**config.mk**
```make
export PLATFORM = sky130hd
export DESIGN_NAME = score_keeper
export DESIGN_NICKNAME = d
export VERILOG_FILES = /design/src/rtl/score_keeper.sv
export SDC_FILE = /design/constraint.sdc
export NUM_CORES = 1
export LEC_CHECK = 0
export CAP_MARGIN = 20
export CORE_ASPECT_RATIO = 1.2
export CORE_MARGIN = 2
export CORE_UTILIZATION = 60
export DETAILED_ROUTE_END_ITERATION = 12
export GPL_ROUTABILITY_DRIVEN = 1
export PLACE_DENSITY = 0.81
export SLEW_MARGIN = 20
export SYNTH_ARGS = -nofsm -noshare
export SYNTH_HDL_FRONTEND = slang
export SYNTH_SLANG_ARGS = --single-unit
```
**constraint.sdc**
```tcl
create_clock -name clk -period 4.3 [get_ports clk]
set_input_delay 1.075 -clock clk [delete_from_list [all_inputs] [get_ports clk]]
set_output_delay 1.075 -clock clk [all_outputs]
set_load 0.01 [all_outputs]
```
**src/rtl/score_keeper.sv**
```systemverilog
// score_keeper: game-progress FSM producing score, game-state flags and session best score.
module score_keeper #(
    parameter int WIN_SCORE   = 99,
    parameter int HOLD_CYCLES = 200000000
) (
    input  logic       clk,
    input  logic       rst,
    input  logic       start_pulse,
    input  logic       round_pass,
    input  logic       round_fail,
    output logic [6:0] score,
    output logic       game_started,
    output logic       game_over,
    output logic       win,
    output logic [6:0] best_score
);
    typedef enum logic [1:0] {IDLE, PLAYING, OVER} state_t;
    state_t      state_q, state_d;
    logic [6:0]  score_q, score_d, best_q, best_d, final_score;
    logic        started_q, started_d, over_q, over_d, win_q, win_d;
    logic [31:0] hold_q, hold_d;
    logic        reach_win, to_over;
    assign reach_win   = score_q + 7'd1 == 7'(WIN_SCORE);
    assign to_over     = state_q == PLAYING && (round_fail || (round_pass && reach_win));
    assign final_score = round_fail ? score_q : 7'(WIN_SCORE);
    always_comb begin
        state_d   = state_q;
        score_d   = score_q;
        started_d = started_q;
        over_d    = over_q;
        win_d     = win_q;
        hold_d    = hold_q;
        best_d    = best_q;
        case (state_q)
            IDLE: if (start_pulse) begin
                state_d   = PLAYING;
                score_d   = 7'd0;
                started_d = 1'b1;
            end
            PLAYING: if (to_over) begin
                state_d = OVER;
                score_d = final_score;
                over_d  = 1'b1;
                win_d   = !round_fail;
                hold_d  = 32'd0;
                best_d  = final_score > best_q ? final_score : best_q;
            end else if (round_pass) begin
                score_d = score_q + 7'd1;
            end
            OVER: if (start_pulse) begin
                state_d = PLAYING;
                score_d = 7'd0;
                over_d  = 1'b0;
                win_d   = 1'b0;
            end else if (hold_q == 32'(HOLD_CYCLES - 1)) begin
                state_d   = IDLE;
                started_d = 1'b0;
                over_d    = 1'b0;
                win_d     = 1'b0;
            end else begin
                hold_d = hold_q + 32'd1;
            end
            default: state_d = IDLE;
        endcase
    end
    always_ff @(posedge clk) begin
        if (rst) begin
            state_q   <= IDLE;
            score_q   <= 7'd0;
            started_q <= 1'b0;
            over_q    <= 1'b0;
            win_q     <= 1'b0;
            hold_q    <= 32'd0;
            best_q    <= 7'd0;
        end else begin
            state_q   <= state_d;
            score_q   <= score_d;
            started_q <= started_d;
            over_q    <= over_d;
            win_q     <= win_d;
            hold_q    <= hold_d;
            best_q    <= best_d;
        end
    end
    assign score        = score_q;
    assign game_started = started_q;
    assign game_over    = over_q;
    assign win          = win_q;
    assign best_score   = best_q;
endmodule
```
# Word-level counts from Yosys, hierarchy flattened
# Cells that the tools add are included.
# totals
out_inout_bits	17
word_cells	60
inputBits	5
register_bits	51
# classes
n_eq_ne	12
order_cmp	1
reduce_logical	15
n_mux	23
addsub	2
# op_table
cell	n
two-way mux 32 bit	3
case mux 32 bit (2 select lines)	1
adder 32 x 1 -> 32 bit, second input constant	1
equality test 32 x 28 -> 1 bit, second input constant	1
two-way mux 7 bit	4
case mux 7 bit (2 select lines)	1
AND reduction 3 bit	4
inequality test 2 bit, second input constant	5
two-way mux 2 bit	4
AND reduction 4 bit	2
adder 7 x 1 -> 7 bit, second input constant	1
equality test 7 bit, second input constant	1
greater-than comparator 7 bit	1
two-way mux 1 bit	6
inequality test 3 bit, second input constant	2
case mux 1 bit (2 select lines)	3
case mux 2 bit (3 select lines)	1
nonzero test 2 bit	3
equality test 2 x 1 -> 1 bit, second input constant	1
equality test 2 bit, second input constant	1
logical AND 1 bit	2
zero test 2 bit	1
inequality test 2 x 1 -> 1 bit, second input constant	1
OR reduction 2 bit	1
2 further kinds	2

# Longest topological paths before layout
# Gate-level depths: netlist of the first run.
# depth
depth_word	7
ltp_mapped	10
ltp_nobuf	8

# Worst setup path after synthesis of the first run
# OpenSTA, ideal clock, no wires.
# synth_timing
kind	in2reg
from	input port round_fail
to	register best_q[1] (netlist: best_score[1])
setup_ns	0.122
path_slack_ns	1.533
path_buffers	2
arrival_ns	2.646
stages	10
path_cell_list	clkbuf_1 -> and2_1 -> ha_1 -> a21oi_1 -> nor2b_1 -> o211ai_1 -> a31o_2 -> clkbuf_1 -> o21ai_0 -> o311a_1
# synth_via
elab_chain_cells	3
word_cells_on_any_way	5
classes_between	order compare: 1; mux: 1; reduce/logical: 3
# synth_rtl
element	line_no	source
from (decl)	10	input logic round_fail,
two-way mux 7 bit	25	assign final_score = round_fail ? score_q : 7'(WIN_SCORE);
named net final_score[2]	19	logic [6:0] score_q, score_d, best_q, best_d, final_score;
greater-than comparator 7 bit	46	best_d = final_score > best_q ? final_score : best_q;
AND reduction 3 bit (no source line)	-	
to (signal assigned)	82	best_q <= best_d;
to (decl)	19	
# The timed path passes the listed nets, and every way through them passes these cells.
# A chain may end at the register's enable or synchronous reset.

# Final worst setup path of the first run
# layout_timing
from	input port round_fail
to	register best_q[0] (netlist: best_score[0])
# Same word-level chain as after synthesis.

==> impl_metrics.py, run 1 <==
metrics = {
    "run_status": {
        "status": "completed",
    },
    "clock_tree": {
        "clk_pin_slew_worst_paths_ns": 0.09,
        "clockRootBuffer": "clkbuf_8",
        "numCtsBuffers": 5,
        "post-cts-setup-buffers": 0,
        "cts_tree": "done",
        "htree_num_levels": 2,
        "cts_buffer_depth": 2,
        "cts_hold_buf": 0,
        "clock_latency_ns": 0.31,
        "post_cts_resize_count": 0,
        "cts.sinks": 51,
    },
    "floorplanning": {
        "die_area_mm2": 0.00578,
        "die_x_um": 69.7,
        "pin_count": 22,
        "start_util_pct": 62.6,
        "rows": 28,
        "die_h_um": 82.9,
        "core_mm2": 0.00497,
    },
    "worst_setup_path": {
        "critPathLaunchType": "input port",
        "reg2reg_to": "hold_q[4]",
        "reg2reg_slack_ns": 1.47,
        "rr_worst_depth": 6,
        "critPathLaunch": "round_fail",
        "r2r-start": "state_q[0]",
        "cp.required_ns": 4.54,
        "critPathArrivalTime_ns": 3.45,
        "path_class": "input port to register",
        "critPathCaptureType": "register",
        "crit_fanout": 17,
    },
    "global_route": {
        "grt_overflow": 0,
        "antenna_found_initial": 0,
        "grt_pass1_vias": 2617,
        "grt_pass1_wl_mm": 11.5,
        "grt_max_degree": 34,
        "grt_usage_pct": 23.9,
    },
    "timing": {
        "final_hold_viol_count": 0,
        "period_share_pct": 74.6,
        "timing.max_slew.rel_slack_pct": 48.7,
        "drv_slew": 0,
        "setup_viol": 0,
        "fin_crit_ns": 3.21,
        "rsz0062_at_grt": "no",
        "fmax_mhz": 312,
        "fin_skew_ns": 0.00579,
        "worst_pin_slew_ns": 0.770,
        "fin_setup_tns_ns": 0,
    },
    "worst_hold_path": {
        "hp-class": "register to register",
        "worstHoldStart": "hold_q[25]",
        "hold_depth": 2,
        "hold_end": "hold_q[25]",
    },
    "detailed_routing": {
        "m1WireLength_mm": 3.03,
        "vias": 2815,
        "wl_met2_mm": 3.44,
        "routedWlPerCell_um": 15.2,
        "drtIter0Drc": 155,
        "wl_mm": 6.81,
        "ant_nets": 0,
        "viasPerCell": 6.28,
        "top_layer": "met4",
        "firstDrtPassIters": 5,
        "wl_met3_um": 225,
        "route.detailed.drc": 0,
    },
    "place": {
        "port_buffers": 21,
        "postPlaceCellArea_mm2": 0.00328,
        "dp_hpwl_mm": 4.89,
        "gp_congestion": 0.893,
    },
    "final_layout": {
        "seq_area_mm2": 0.00102,
        "mostFrequentLayoutCells": "dfxtp_1 (51), nand2_1 (50), nand3_1 (23), nor2_1 (22)",
        "syn_to_final_growth_pct": 8.36,
        "multiInputGateArea_mm2": 0.00191,
        "final_common_cell": "dfxtp_1",
        "design_area_mm2": 0.00337,
        "fin_nets": 402,
        "layout-drive-gt1-share_pct": 7.22,
        "fillers": 458,
        "diodes": 0,
    },
    "yosys": {
        "synthArstFlopShare_pct": 0,
        "synth_seq_cells": 51,
        "synth_area_mm2": 0.00311,
        "synth_top_flop_cell": "dfxtp_1",
        "avgSynthCellArea_um2": 8.17,
        "synth-edff-count": 0,
        "seq_area_frac_synth_pct": 32.8,
        "synth_cell_types": 54,
        "synth_nets": 396,
        "yosysWarnings": 0,
        "synthCells": 381,
    },
    "power": {
        "p_leak_nw": 1.07,
        "power.density_mw_per_mm2": 255,
        "irDropWorstVdd_mv": 0.274,
    },
    "run": {
        "maxCapViolations": 0,
    },
}
report_power, final:
| part | total, mW | switching (mW) | internal (mW) |
|---|---|---|---|
| Combinational | 0.103 | 0.0657 | 0.0373 |
| Clock | 0.270 | 0.155 | 0.115 |
| Sequential | 0.487 | 0.00809 | 0.478 |
| Total | 0.859 | 0.229 | 0.630 |
sequential cells by signal (all words and copies together) (netlist names):
signal	cells
game_over	1
hold_q	32
score	7
best_score	7
win	1
game_started	1
state_q	2
Yosys cell counts, drive strengths merged (4+ instances only):
cell type,number,share of area (%)
a2111o,13,4.7
a211oi,4,1.6
a21oi,23,3.9
a31oi,4,0.80
and2,6,1.2
and3,4,0.97
buf,8,2.6
clkbuf,17,2.1
dfxtp,51,33
ha,10,4.0
inv,15,1.8
mux2i,9,2.9
nand2,51,6.2
nand2b,14,2.8
nand3,23,3.7
nand4,9,1.8
nor2,23,2.9
nor2b,10,2.0
nor3,9,1.4
nor4,7,1.4
o2111ai,11,3.1
o21ai,21,3.4
or3,4,0.84
xnor2,6,1.7
cells by family (layout without fill, tap and decap cells):
kind of cell	count (synthesis)	after routing	synth area share [%]
AOI/OAI and AO/OA	95	95	23.9
xor gates and xnor gates	7	7	1.97
buffers and inverters	40	47	6.47
muxes	10	10	3.26
DFF	51	51	32.8
adders and majority gates	10	10	4.02
and+or+nand+nor	168	168	27.6
worst max-delay path by stage:
stage                               end
final                     best_score[0]
after global routing      best_score[0]
after CTS                 best_score[0]
after detailed placement  best_score[0]
after global placement    best_score[0]
after floorplan           best_score[1]
final cells by class:
type | instances | share of cell area, %
clock buffers | 7 | 2.26
flip-flops and latches | 51 | 30.3
clock inverters | 1 | 0.148
repair buffers | 24 | 6.90
multi-input cells | 290 | 56.5
well taps | 60 | 2.23
inverters | 15 | 1.67
worst max-delay path, stage by stage:
cell	delay (ns)
clkdlybuf4s50_1	0.68
and2_1	0.31
ha_1	0.29
nand4_1	0.12
nor2_1	0.12
o21ai_0	0.12
a31o_2	0.29
or3_1	0.32
a21oi_1	0.12
metrics by stage:
stage | power, mW | setup slack (ns) | std cells | hold slack [ns] | utilization (%)
2_1_floorplan | 0.568 | 1.53 | 381 | 0.438 | -
3_3_place_gp | 0.595 | 0.926 | 440 | 0.451 | 66.0
3_5_place_dp | 0.599 | 0.833 | 440 | 0.462 | 66.0
4_1_cts | 0.865 | 1.14 | 448 | 0.477 | 67.7
5_1_grt | 0.896 | 0.942 | 448 | 0.497 | 67.8
6_report | 0.860 | 1.09 | 448 | 0.475 | 67.8
metal layers:
| layer | GRT usage (%) | vias up |
|---|---|---|
| li1 | - | 1410 |
| met1 | 28.4 | 1333 |
| met2 | 42.6 | 61 |
| met3 | 4.13 | 11 |
| met4 | 9.09 | 0 |
| met5 | 0 | - |
(Power assumes the default switching activity.)
==> inputs of run 2 (changes only) <==
CORE_UTILIZATION = 53   (was 60)
PLACE_DENSITY = 0.76   (was 0.81)
clock period = 2.6 ns   (was 4.3 ns; I/O delays follow)
==> impl_metrics.py, run 2 (same netlist as run 1, synthesis figures left out) <==
metrics = {
    "detailed_routing": {
        "drtIter0Drc": 155,
        "ant_nets": 0,
        "routedWlPerCell_um": 14.6,
        "firstDrtPassIters": 4,
        "viasPerCell": 5.88,
        "vias": 2867,
        "wl_mm": 7.14,
        "route.detailed.drc": 0,
    },
    "timing": {
        "setup_slack_ns": 0.156,
        "fin_crit_ns": 2.44,
        "fin_skew_ns": 0.00705,
        "worst_pin_slew_ns": 0.538,
        "fmax_mhz": 409,
        "setup_viol": 0,
        "rsz0062_at_grt": "no",
        "period_share_pct": 94.0,
        "fin_setup_tns_ns": 0,
        "timing.max_slew.rel_slack_pct": 63.8,
        "final_hold_viol_count": 0,
        "drv_slew": 0,
    },
    "place": {
        "gp_congestion": 0.853,
        "port_buffers": 21,
        "dp_slack_ns": -0.249,
        "dp_hpwl_mm": 5.22,
        "postPlaceCellArea_mm2": 0.00351,
    },
    "floorplanning": {
        "rows": 30,
        "start_util_pct": 54.9,
        "die_area_mm2": 0.00650,
        "core_mm2": 0.00567,
        "die_h_um": 87.9,
        "die_x_um": 73.9,
        "pin_count": 22,
    },
    "worst_setup_path": {
        "crit_slowest_cell": "dfxtp_1",
        "cp_top_family": "compound AO/OA/AOI/OAI gates",
        "crit_fanout": 21,
        "path_class": "register to register",
        "path_buf_inv": 1,
        "reg2reg_slack_ns": 0.16,
        "critPathLaunch": "score[0]",
        "critPathCaptureType": "register",
        "path_cells": "ha_1 -> o21ai_0 -> a32oi_1 -> a2111oi_4 -> or3_1 -> buf_12 -> a2111o_1 -> nand2_1",
        "critPathArrivalTime_ns": 2.69,
        "cp.required_ns": 2.85,
        "max_stage_delay_ns": 0.45,
        "critPathLaunchType": "register",
        "r2r-start": "score[0]",
    },
    "global_route": {
        "grt_overflow": 0,
        "grt_max_degree": 53,
        "antenna_found_initial": 0,
        "grt_pass1_wl_mm": 12.1,
        "grt_pass1_vias": 2656,
        "grt_usage_pct": 23.4,
    },
    "final_layout": {
        "largest_register": "hold_q",
        "layout-drive-gt1-share_pct": 12.0,
        "diodes": 0,
        "final_common_cell": "dfxtp_1",
        "mostFrequentLayoutCells": "dfxtp_1 (51), nand2_1 (50), nand3_1 (23), nor2_1 (22), a21oi_1 (21)",
        "syn_to_final_growth_pct": 16.4,
        "largest_reg_flops": 32,
        "fillers": 495,
        "utilization_pct": 63.9,
        "fin_nets": 423,
        "design_area_mm2": 0.00362,
    },
    "power": {
        "power.internal_mw": 1.16,
        "power.total_mw": 1.55,
        "p_sw_mw": 0.383,
        "combPwrFrac_pct": 13.5,
        "p_leak_nw": 1.21,
        "p_sw_share_pct": 24.8,
        "pwr-share-seq_pct": 51.8,
        "irDropWorstVdd_mv": 0.316,
        "power_frac_clock_pct": 34.7,
        "power.density_mw_per_mm2": 427,
    },
    "clock_tree": {
        "cts_hold_buf": 0,
        "numCtsBuffers": 5,
        "htree_num_levels": 2,
        "cts.sinks": 51,
        "cts_buffer_depth": 2,
        "clock_latency_ns": 0.30,
        "clockRootBuffer": "clkbuf_8",
        "cts_tree": "done",
        "clk_pin_slew_worst_paths_ns": 0.09,
    },
    "run": {
        "maxCapViolations": 0,
    },
    "worst_hold_path": {
        "worstHoldStart": "hold_q[31]",
        "hp-class": "register to register",
    },
    "run_status": {
        "status": "completed",
    },
}
==> run 2: power by group through the flow <==
| stage | clock network (mW) | logic, mW | registers [mW] |
|---|---|---|---|
| final | 0.536 | 0.209 | 0.801 |
| after global routing | 0.573 | 0.230 | 0.803 |
| after CTS | 0.550 | 0.208 | 0.801 |
| after detailed placement | 0 | 0.207 | 0.819 |
| after global placement | 0 | 0.201 | 0.819 |
| after floorplan | 0 | 0.117 | 0.822 |
==> run 2: repair_timing <==
| item | 4_1_cts | 5_1_grt |
|---|---|---|
| setup buffers | 0 | 1 |
| setup endpoints to repair | 0 | 7 |
| resized for setup | 0 | 1 |
==> run 2: worst reg2reg max path: stages (launching register included) <==
cell and delay [ns]:
dfxtp_1 0.45, ha_1 0.30, o21ai_0 0.11, a32oi_1 0.35
a2111oi_4 0.13, or3_1 0.42, buf_12 0.18, a2111o_1 0.38
nand2_1 0.06
==> run 2: per-layer routing <==
| metal | vias up | GRT usage [%] | wire [µm] |
|---|---|---|---|
| met4 | 0 | 9.59 | 120 |
| met1 | 1339 | 28.2 | 3120 |
| met3 | 10 | 2.88 | 204 |
| met2 | 64 | 41.6 | 3700 |
| met5 | - | 0 | 0 |
| li1 | 1454 | - | - |
==> run 2: through the flow <==
stage               std cells  hold WS [ns]
global placement          480         0.451
floorplan                 381         0.438
finish                    488         0.469
detailed placement        480         0.460
global route              488         0.488
CTS                       487         0.474
==> run 2: cell type report <==
cell class	instances	area (µm²)	share of cell area, %
Clock buffer	6	72.6	2.00
Clock inverter	1	30.0	0.829
Inverter	15	56.3	1.55
Multi-Input combinational cell	290	1900	52.4
Sequential cell	51	1020	28.2
Tap cell	80	100	2.76
Timing Repair Buffer	45	443	12.2
==> run 2: path summary, 6_finish.rpt <==
| path | end | cells past startpoint |
|---|---|---|
| worst max-delay path | hold_q[4] | 8 |
| worst min-delay path | hold_q[31] | 2 |
| worst max register to register | hold_q[4] | 8 |
| worst min register to register | hold_q[31] | 2 |
